===== src/rtl/fifo_pkg.sv =====
// Shared helpers for the fifo_level FIFO and its storage array.
package fifo_pkg;

  // Ceiling log2, used for pointer and occupancy widths at elaboration.
  function automatic int clog2(input int value);
    int r;
    r = 0;
    for (int i = 0; i < 31; i++) begin
      if ((1 << i) < value) r = i + 1;
    end
    return r;
  endfunction

endpackage


===== src/rtl/fifo_mem.sv =====
// FIFO storage: register array with one synchronous write port and one asynchronous read port.
module fifo_mem
  import fifo_pkg::*;
#(
  parameter int WIDTH = 8,
  parameter int DEPTH = 8
) (
  input  logic                      clk,
  input  logic                      i_we,
  input  logic [clog2(DEPTH)-1:0]   i_wr_addr,
  input  logic [WIDTH-1:0]          i_wr_data,
  input  logic [clog2(DEPTH)-1:0]   i_rd_addr,
  output logic [WIDTH-1:0]          o_rd_data
);

  logic [WIDTH-1:0] r_mem [DEPTH];

  // Contents are deliberately not reset; occupancy is tracked by the pointers.
  always_ff @(posedge clk) begin
    if (i_we) r_mem[i_wr_addr] <= i_wr_data;
  end

  assign o_rd_data = r_mem[i_rd_addr];

endmodule


===== src/rtl/fifo_level.sv =====
// Parametrised synchronous FIFO with occupancy count, programmable almost-full/empty
// thresholds, sticky overflow/underflow flags, synchronous clear and optional FWFT read.
module fifo_level
  import fifo_pkg::*;
#(
  parameter int FIFO_WIDTH    = 8,
  parameter int FIFO_DEPTH    = 8,
  parameter int AFULL_THRESH  = 6,
  parameter int AEMPTY_THRESH = 2,
  parameter int FWFT          = 0
) (
  input  logic                         clk,
  input  logic                         rst,
  input  logic                         clr,
  input  logic                         wr,
  input  logic [FIFO_WIDTH-1:0]        input_data,
  input  logic                         rd,
  output logic [FIFO_WIDTH-1:0]        output_data,
  output logic                         empty,
  output logic                         full,
  output logic                         almost_empty,
  output logic                         almost_full,
  output logic [clog2(FIFO_DEPTH):0]   count,
  output logic                         overflow,
  output logic                         underflow
);

  localparam int ADDR_W = clog2(FIFO_DEPTH);
  localparam int CNT_W  = ADDR_W + 1;

  localparam logic [CNT_W-1:0]  DEPTH_C  = CNT_W'(FIFO_DEPTH);
  localparam logic [CNT_W-1:0]  AFULL_C  = CNT_W'(AFULL_THRESH);
  localparam logic [CNT_W-1:0]  AEMPTY_C = CNT_W'(AEMPTY_THRESH);
  localparam logic [CNT_W-1:0]  CNT_ONE  = CNT_W'(1);
  localparam logic [ADDR_W-1:0] PTR_ONE  = ADDR_W'(1);

  generate
    if (FIFO_WIDTH < 1 || FIFO_DEPTH < 2 || (FIFO_DEPTH & (FIFO_DEPTH - 1)) != 0 ||
        AFULL_THRESH < 1 || AFULL_THRESH > FIFO_DEPTH ||
        AEMPTY_THRESH < 0 || AEMPTY_THRESH > FIFO_DEPTH - 1) begin : g_bad_params
      $fatal(1, "fifo_level: illegal parameter combination");
    end
  endgenerate

  logic [ADDR_W-1:0]     r_wr_ptr;
  logic [ADDR_W-1:0]     r_rd_ptr;
  logic [CNT_W-1:0]      r_count;
  logic                  r_overflow;
  logic                  r_underflow;
  logic                  w_empty;
  logic                  w_full;
  logic                  w_rd_ok;
  logic                  w_wr_ok;
  logic [FIFO_WIDTH-1:0] w_rd_data;

  assign w_empty = (r_count == '0);
  assign w_full  = (r_count == DEPTH_C);
  assign w_rd_ok = rd & ~w_empty;
  // A read on a full FIFO frees the slot the same-cycle write lands in.
  assign w_wr_ok = wr & (~w_full | w_rd_ok);

  always_ff @(posedge clk or posedge rst) begin
    if (rst) begin
      r_wr_ptr    <= '0;
      r_rd_ptr    <= '0;
      r_count     <= '0;
      r_overflow  <= 1'b0;
      r_underflow <= 1'b0;
    end else if (clr) begin
      r_wr_ptr    <= '0;
      r_rd_ptr    <= '0;
      r_count     <= '0;
      r_overflow  <= 1'b0;
      r_underflow <= 1'b0;
    end else begin
      if (w_wr_ok) r_wr_ptr <= r_wr_ptr + PTR_ONE;
      if (w_rd_ok) r_rd_ptr <= r_rd_ptr + PTR_ONE;
      if (w_wr_ok && !w_rd_ok)      r_count <= r_count + CNT_ONE;
      else if (w_rd_ok && !w_wr_ok) r_count <= r_count - CNT_ONE;
      if (wr && !w_wr_ok) r_overflow  <= 1'b1;
      if (rd && !w_rd_ok) r_underflow <= 1'b1;
    end
  end

  fifo_mem #(
    .WIDTH (FIFO_WIDTH),
    .DEPTH (FIFO_DEPTH)
  ) u_mem (
    .clk       (clk),
    .i_we      (w_wr_ok & ~clr),
    .i_wr_addr (r_wr_ptr),
    .i_wr_data (input_data),
    .i_rd_addr (r_rd_ptr),
    .o_rd_data (w_rd_data)
  );

  generate
    if (FWFT == 0) begin : g_reg_out
      logic [FIFO_WIDTH-1:0] r_out;
      always_ff @(posedge clk or posedge rst) begin
        if (rst)          r_out <= '0;
        else if (clr)     r_out <= '0;
        else if (w_rd_ok) r_out <= w_rd_data;
      end
      assign output_data = r_out;
    end else begin : g_fwft_out
      assign output_data = w_rd_data;
    end
  endgenerate

  assign empty        = w_empty;
  assign full         = w_full;
  assign almost_empty = (r_count <= AEMPTY_C);
  assign almost_full  = (r_count >= AFULL_C);
  assign count        = r_count;
  assign overflow     = r_overflow;
  assign underflow    = r_underflow;

endmodule


===== config.mk =====
export PLATFORM = sky130hd
export DESIGN_NAME = fifo_level
export DESIGN_NICKNAME = d
export VERILOG_FILES = /design/src/rtl/fifo_pkg.sv /design/src/rtl/fifo_mem.sv /design/src/rtl/fifo_level.sv
export SDC_FILE = /design/constraint.sdc
export NUM_CORES = 1
export LEC_CHECK = 0
export CAP_MARGIN = 20
export CORE_ASPECT_RATIO = 0.6
export CORE_UTILIZATION = 67
export DETAILED_ROUTE_END_ITERATION = 7
export DONT_BUFFER_PORTS = 1
export PLACE_DENSITY = 0.83
export SLEW_MARGIN = 20
export SYNTH_ARGS = -nofsm -noshare
export SYNTH_HDL_FRONTEND = slang
export SYNTH_SLANG_ARGS = --single-unit

===== constraint.sdc =====
create_clock -name clk -period 4.6 [get_ports clk]
set_clock_uncertainty 0.15 [all_clocks]
set_input_delay 0.69 -clock clk [delete_from_list [all_inputs] [get_ports clk]]
set_output_delay 0.69 -clock clk [all_outputs]
set_load 0.005 [all_outputs]

==> results.md, run 1 <==
- Setup TNS: 0 ns
- Post-synth EDFFs: 64
- DP Worst Slack: 1.88 ns
- Max clock buf depth: 2
- Die width: 95.1 µm
- Synthesized area: 3490 µm²
- Worst Hold Depth: 1
- Placed Cells: between 200 and 300
- Fmax: 367 MHz
- Period utilization: 0.592
- H-tree levels: 3
- Worst setup margin: between 1.5 and 2 ns
- Fin cells: 284
- Final critical-path required period: roughly 2.7 ns
- Boundary Pins: 31
- Hold Path Class: primary input to flip-flop
- Startpoint Class: flip-flop
- Flops & latches, synth: 84
- Global-route wire length before repair: ~10000 µm
- Setup CP Type: flip-flop to flip-flop
- Outcome: finished clean
- Cell area power density: just over 500 nW/µm²
- Pin count of the biggest net entering global routing: 27
- Hpwl dp: 4340 µm
- Num rows: 19
- Crit path max fanout: 10
- Pre-antenna DRT Iters: 5
- Core Area: 4780 µm²
- Number of global-route vias before repair: 1887
- Layout area overhead: 6.78%
- Seq/Total Area, Yosys: 0.695
- R2R setup slack: 1.87 ns
- Initial Util: 0.730
- Top FF cell, synth: edfxtp_1
- R2r endpoint: count[3]
- Post-CTS Hold Buffers: 0
- Layout cells sized above 1: 0.186
- Synth top area cells: edfxtp_1 55%, dfrtp_1 14%, mux4_2 10%
- Syn Inst Count: 214
- Root Buffer: clkbuf_8
- Clock latency on the worst-skew pair: between 0.3 and 0.4 ns
- Post-synthesis async set-or-reset flop share: 0.238
- Final ANT Viol Nets: 0
- Nets: around 230
- Full die area: 5500 µm²
- Initial antenna violation count: 0
- Post-DR vias/cell: ~6.7
- Worst Setup End Kind: flip-flop
- Antenna cell count: 0
- Wirelength, routed: 6580 µm
- Drc violations: 0
- Leak: 1.29 nW
- Final Hold Vio Count: 0
- Worst EP arrival: 2.79 ns
- Min-delay src: clr
- Worst-path clk slew: around 0.08 ns
- Inserted Clock Buffers: 9
- Fillcell total: 247
- Count of warnings emitted by yosys: 0
- Maxcap violations: 0
- Input/output buffers: 0
- # Post-CTS Setup Buffers: 0
- Util after Layout: 0.779
- Peak supply drop: around 0.0003 V
- Yosys cell types: 38
- Worst Tran Pin Value: 0.979 ns
- Total number of vias: 1891
- Slew Viols, Final: 0
- Top cell type by total area after synthesis: edfxtp_1
- Post-CTS sizing: 0
- Synth top area share: 0.551
- Final setup fails: 0
- First DRT Iteration DRCs: 192
- CTS tree: done
- Worst path required time: about 4.7 ns
- Drt wl/cell: approximately 23 µm
- Total congestion overflow: 0
- Mean area per synthesized cell: 16.3 µm²
- Post-synth top cells: 64 x edfxtp_1, 24 x nor2_1, 20 x dfrtp_1, 16 x mux4_2, 12 x nor3_1
- Overall routing resource usage: 0.272
- Clock sink count: 84
- Reg-to-reg critical path startpoint: count[0]
- Syn nets: approximately 230
- Min Hold Slack: 0.263 ns
- Hold Path End: r_rd_ptr[0]
- Reg2reg path depth: 8
- Global placer's final weighted congestion: 0.766
- Top-count cell post-synth: edfxtp_1
- RSZ-0062 raised after global routing: false
- Worst rel slew slack: 0.345
- Die H: 57.9 µm
[placed cells by master, fill, tap and decap left out, types with 4 or more instances in the layout]
cell and instances:
buf_4 4, nor3_1 11, o22ai_1 8, xnor2_1 4, ha_1 4, a21oi_1 5, nand2_1 6, clkbuf_8 9
dfrtp_1 19, nor2_1 24, inv_1 7, mux4_2 16, edfxtp_1 64
[flip-flops by register name, summed over array words and instances (netlist names)]
name	count
r_rd_ptr	3
count	4
underflow	1
u_mem.r_mem	64
output_data	8
r_wr_ptr	3
overflow	1
[per-stage QoR]
| stage | instance area (µm²) | power [mW] |
|---|---|---|
| 5_1_grt | 3720 | 2.03 |
| 3_3_place_gp | 3520 | 1.41 |
| 6_report | 3720 | 1.93 |
| 2_1_floorplan | 3490 | 1.37 |
| 4_1_cts | 3720 | 1.94 |
| 3_5_place_dp | 3520 | 1.45 |
[layout make-up]
type	instances	area (µm²)	share of cell area
clock buffer	10	128	0.0343
multi-input combinational	110	971	0.261
tap	63	78.8	0.0212
inverter	7	26.3	0.00706
sequential	84	2420	0.651
timing repair buffer	4	30.0	0.00807
clock inverter	6	65.1	0.0175
[cell families (layout without fill, tap and decap cells)]
family,Yosys count,count (layout),share of synthesized area
AND/OR/NAND/NOR,54,54,0.0736
AO/OA/AOI/OAI,27,27,0.0589
flip-flops,84,84,0.695
adder cells (fa/ha/maj),5,5,0.0201
multiplexers,19,19,0.112
buffers and inverters,20,27,0.0280
XOR/XNOR,5,5,0.0126
[worst max-delay path, cell delays in order (launching register included)]
cell	delay, ns
dfrtp_1	0.52
or4b_4	0.64
o211a_4	0.18
inv_1	0.08
ha_1	0.26
a21oi_1	0.32
a21boi_0	0.16
mux2i_1	0.16
o311ai_1	0.12
[power by group]
part	switching [mW]	internal, mW	leakage (nW)	total, mW
logic	0.209	0.220	0.347	0.429
registers	0.129	0.877	0.844	1.01
clock network	0.247	0.251	0.0979	0.499
total	0.585	1.35	1.29	1.93
[worst max path at each step]
stage               startpoint  cells past startpoint                 to
floorplan                   wr                      4  u_mem.r_mem[0][0]
global placement      count[0]                      4  u_mem.r_mem[4][1]
detailed placement    count[0]                      4  u_mem.r_mem[4][0]
CTS                   count[0]                      4  u_mem.r_mem[4][0]
global route          count[0]                      8           count[3]
finish                count[0]                      8           count[3]
[layer usage]
layer | part of all wire | routed length [µm] | track usage | vias to the layer above
met5 | 0 | 0 | 0 | -
met2 | 0.48 | 3150 | 0.415 | 84
met4 | 0.012 | 80 | 0.0996 | 0
li1 | - | - | - | 828
met1 | 0.42 | 2780 | 0.379 | 971
met3 | 0.085 | 560 | 0.0840 | 8
(Power assumes the default switching activity.)
==> inputs of run 2 (changes only) <==
--- a/config.mk
+++ b/config.mk
@@ -7,10 +7,10 @@
 export LEC_CHECK = 0
 export CAP_MARGIN = 20
 export CORE_ASPECT_RATIO = 0.6
-export CORE_UTILIZATION = 67
+export CORE_UTILIZATION = 56
 export DETAILED_ROUTE_END_ITERATION = 7
 export DONT_BUFFER_PORTS = 1
-export PLACE_DENSITY = 0.83
+export PLACE_DENSITY = 0.74
 export SLEW_MARGIN = 20
 export SYNTH_ARGS = -nofsm -noshare
 export SYNTH_HDL_FRONTEND = slang
==> constraint.sdc (replaced) <==
create_clock -name clk -period 2.2 [get_ports clk]
set_clock_uncertainty 0.15 [all_clocks]
set_input_delay 0.33 -clock clk [delete_from_list [all_inputs] [get_ports clk]]
set_output_delay 0.33 -clock clk [all_outputs]
set_load 0.005 [all_outputs]
==> results.md, run 2 (synthesized netlist as in run 1, its figures left out) <==
- Worst rel slew slack: 0.451
- Maxcap violations: 0
- Final Hold Vio Count: 0
- R2r endpoint: u_mem.r_mem[5][4]
- H-tree levels: 3
- Root Buffer: clkbuf_8
- Initial Util: 0.603
- Period utilization: 1.02
- Min Hold Slack: 0.0324 ns
- Clock sink count: 84
- Fin area: 4090 µm²
- Die width: 104 µm
- Nets: 258
- DP Area: 3690 µm²
- Max clock buf depth: 2
- Hold Path Class: primary input to flip-flop
- Layout area overhead: 17.3%
- Inserted Clock Buffers: 9
- Worst path required time: 2.16 ns
- Peak supply drop: 0.000724 V
- Drc violations: 0
- Full die area: 6550 µm²
- Min-delay src: wr
- Worst Tran Pin Value: 0.823 ns
- Setup CP Type: flip-flop to flip-flop
- Worst setup startpoint: count[1]
- Final ANT Viol Nets: 0
- Util after Layout: 0.707
- Input/output buffers: 0
- Final setup fails: 8
- Clock latency on the worst-skew pair: 0.36 ns
- Placed Cells: just under 300
- Pin count of the biggest net entering global routing: 21
- Reg2reg path depth: 6
- Worst EP arrival: 2.20 ns
- Fmax: 445 MHz
- Pre-antenna DRT Iters: 4
- Cell area power density: 1140 nW/µm²
- Max FFs per register: 64
- Boundary Pins: 31
- Worst Hold Depth: 2
- Leak: 1.43 nW
- Reg-to-reg critical path startpoint: count[1]
- Drt wl/cell: roughly 22 µm
- Outcome: finished with violations
- Crit path max fanout: 8
- Antenna cell count: 0
- Initial antenna violation count: 0
- Overall routing resource usage: 0.248
- Most frequent cells in the layout: 64 x edfxtp_1, 20 x nor2_1, 20 x dfrtp_1
- CTS tree: done
- Num rows: 21
- Startpoint Class: flip-flop
- Worst Setup End Kind: flip-flop
- Worst setup margin: -0.0448 ns
- Most common library cell in the layout ignoring fill and taps: edfxtp_1
- Core Area: around 5800 µm²
- Wirelength, routed: around 7100 µm
- Worst-path clk slew: 0.08 ns
- Number of global-route vias before repair: 2062
- Failing checks: setup timing
- First DRT Iteration DRCs: 162
- Total congestion overflow: 0
- Post-DR vias/cell: 6.16
- Global placer's final weighted congestion: 0.893
- RSZ-0062 raised after global routing: true
- R2R setup slack: -0.04 ns
- Final Power: 4.65 mW
- Die H: 63.1 µm
- Fin cells: 325
- Global-route wire length before repair: 11600 µm
- Largest reg by FF count: u_mem.r_mem
- Total number of vias: 2003
- Layout cells sized above 1: 0.273
- Hpwl dp: 4530 µm
- Hold Path End: overflow
- Slew Viols, Final: 0
- Final critical-path required period: around 2.2 ns
[run 2: cell types whose count changed in the layout (fill, tap and decap cells not counted), moves of 2 or more]
cell / delta
clkinv_4: -3
dlygate4sd3_1: +11
nor2_1: -4
nor2_2: +4
nor4_1: -2
bufinv_16: +2
buf_4: +12
[run 2: how the worst max path moves through the flow]
stage                     cells after the start                 to  slack [ns]
after floorplan                               9           count[3]       -0.07
after global placement                        9           count[3]        0.03
after detailed placement                      6           count[2]       -0.05
after CTS                                     8           count[3]       -0.01
after global routing                          6  u_mem.r_mem[5][4]       -0.11
final                                         6  u_mem.r_mem[5][4]       -0.04
[run 2: per-layer routing]
layer  part of all wire  track usage  wire [µm]  up-vias
li1                   -            -          -      881
met1               0.45        0.349       3180     1042
met2               0.47        0.374       3340       72
met3              0.074       0.0880        524        8
met4              0.011       0.0679         76        0
met5                  0            0          0        -
[run 2: layout make-up]
| cell class | count | area [µm²] |
|---|---|---|
| flip-flops and latches | 84 | 2420 |
| fillers | 364 | 1690 |
| multi-input cells | 110 | 1050 |
| repair buffers | 28 | 250 |
| clock buffers | 10 | 128 |
| clock inverters | 6 | 111 |
| well taps | 80 | 100 |
| inverters | 7 | 28.8 |
[run 2: stage by stage]
stage          TNS, ns  setup WS (ns)
6_report        -0.299        -0.0448
5_1_grt          -1.00         -0.112
4_1_cts        -0.0119        -0.0119
3_5_place_dp   -0.0579        -0.0516
3_3_place_gp         0         0.0256
2_1_floorplan  -0.0773        -0.0667
[run 2: critical path, cell delays in order, from the launching register on]
cell and delay, ns:
dfrtp_1 0.39, or4b_4 0.56, buf_4 0.16, o211ai_1 0.31, buf_4 0.20, nor3_1 0.05
buf_4 0.18
[run 2: power breakdown]
part,internal (mW),leakage [nW],switching [mW]
clock network,0.756,0.117,0.531
registers,1.83,0.845,0.0841
logic,0.689,0.471,0.754
total,3.28,1.43,1.37
[run 2: repair_timing]
action	CTS	global route
setup endpoints to repair	2	26
pin swaps	0	3
gates resized for setup	3	5
setup buffers	0	2
hold buffers	11	0
endpoints found under the hold margin	102	0
==> inputs of run 3 (changes only) <==
--- a/config.mk
+++ b/config.mk
@@ -10,6 +10,7 @@
 export CORE_UTILIZATION = 56
 export DETAILED_ROUTE_END_ITERATION = 7
 export DONT_BUFFER_PORTS = 1
+export GPL_ROUTABILITY_DRIVEN = 0
 export PLACE_DENSITY = 0.74
 export SLEW_MARGIN = 20
 export SYNTH_ARGS = -nofsm -noshare
==> results.md, run 3 (synthesized netlist as in run 1, its figures left out) <==
- Outcome: finished with violations
- Failing checks: setup timing
- Antenna cell count: 0
- CTS tree: done
- Wirelength, routed: 6910 µm
- Critical path's top delay family: simple AND/OR/NAND/NOR gates
- Largest reg by FF count: u_mem.r_mem
- M2 GR Usage: 0.353
- Max FFs per register: 64
- Worst Tran Pin Value: 0.847 ns
- Setup CP Type: flip-flop to flip-flop
- Full die area: 6550 µm²
- Critical path's slowest cell: or4b_4
- Hpwl dp: 4500 µm
- Most Crowded Layer GR: met2
- Slowest cell delay on critical path: around 0.58 ns
- Met1 Resource Use GR: 0.343
- Fillcell total: 374
- Pre-antenna DRT Iters: 4
- Final critical-path required period: 2.24 ns
- Drt wl/cell: 21.3 µm
- Total congestion overflow: 0
- Worst setup margin: -0.0372 ns
- Critical path, cell by cell: or4b_4, o211a_4, inv_4, ha_4, a21oi_4, a21boi_1, mux2i_1, o311ai_1
- Layout area overhead: 16.0%
- Pin count of the biggest net entering global routing: 21
- Area taken by multi-input logic gates: ~1000 µm²
- Layout cells sized above 1: 0.275
- Most common library cell in the layout ignoring fill and taps: edfxtp_1
- Buffers & Inverters on Critical Path: 1
- Cell area power density: 1100 nW/µm²
- Max clock buf depth: 2
- Overall routing resource usage: 0.239
- Crit path max fanout: 4
- Maxcap violations: 0
- Input/output buffers: 0
- Final setup fails: 2
- Total number of vias: 1926
- Fin area: 4040 µm²
- Core Area: 5780 µm²
- Inserted Clock Buffers: 9
- Peak supply drop: 0.000578 V
- Leak: 1.41 nW
- Initial antenna violation count: 0
- RSZ-0062 raised after global routing: true
- Clock latency on the worst-skew pair: 0.34 ns
- Met3 Track Usage GR: 0.0663
- Die H: 63.1 µm
- Boundary Pins: 31
- Global-route wire length before repair: 11200 µm
- Slew Viols, Final: 0
- Drc violations: 0
- First DRT Iteration DRCs: 131
- Hold Path Class: primary input to flip-flop
- Number of global-route vias before repair: approximately 2.0k
- Worst EP arrival: 2.30 ns
- Final Hold Vio Count: 0
- Fmax: 447 MHz
- Startpoint Class: flip-flop
- Worst Setup End Kind: flip-flop
- Worst-path clk slew: roughly 0.080 ns
- Setup TNS: -0.0400 ns
- Nets: 257
- R2R setup slack: -0.04 ns
- Worst rel slew slack: 0.435
- Initial Util: 0.603
- Clock sink count: 84
- Reg area: 2420 µm²
- Post-DR vias/cell: 5.94
- DP Area: approximately 3700 µm²
- Final ANT Viol Nets: 0
- Num rows: 21
- Root Buffer: clkbuf_8
- Most frequent cells in the layout: 64 x edfxtp_1, 21 x nor2_1, 20 x dfrtp_1
- Die width: approximately 100 µm
- Worst path required time: 2.26 ns
- Period utilization: 1.02
- H-tree levels: 3
## run 3: layer usage
layer  part of all wire  vias up  routed length [µm]
li1                   -      874                   -
met1               0.43      980                2980
met2               0.48       68                3340
met3              0.081        4                 560
met4             0.0042        0                  29
met5                  0        -                   0
## run 3: area by class of cell
type	instances	share of cell area
clock inverters	6	0.0179
inverters	7	0.00712
well taps	80	0.0248
multi-input cells	110	0.260
flip-flops and latches	84	0.599
repair buffers	27	0.0600
clock buffers	10	0.0316
## run 3: metrics by stage
step,power [mW],util,setup WS [ns],hold slack [ns],instances
final,4.43,0.700,-0.0372,0.0269,324
after global placement,3.20,0.637,0.0179,0.249,295
after floorplan,2.96,-,-0.0667,0.144,214
after detailed placement,3.25,0.637,-0.0236,0.248,295
after global routing,4.66,0.700,-0.103,0.0199,324
after CTS,4.40,0.694,-0.0171,0.0127,324
## run 3: worst paths after layout
kind / start / to / depth (start not counted)
max: count[0] / count[3] / 8
min: wr / overflow / 2
max reg2reg: count[0] / count[3] / 8
min reg2reg: overflow / overflow / 2
max in group asynchronous: rst / output_data[4] / 2
min in group asynchronous: rst / output_data[6] / 2
## run 3: worst reg2reg max path: cells and delay by family, from the launching register on
family,cells,cell delay (ns)
adders and majority gates,1,0.22
muxes,1,0.14
and+or+nand+nor,1,0.58
DFF,1,0.41
AOI/OAI and AO/OA,4,0.55
buffers and inverters,1,0.07
## run 3: where the power goes
| part | internal, mW | leakage (nW) | switching, mW |
|---|---|---|---|
| combinational | 0.683 | 0.471 | 0.748 |
| sequential | 1.83 | 0.845 | 0.0822 |
| clock | 0.536 | 0.0910 | 0.550 |
## run 3: repair_timing
item | CTS | global route
pin swaps | 3 | 1
hold buffers | 11 | 0
gates cloned | 0 | 0
setup buffers | 2 | 0
hold endpoints to repair | 102 | 0
endpoints found under the setup margin | 1 | 23
resized for setup | 1 | 7
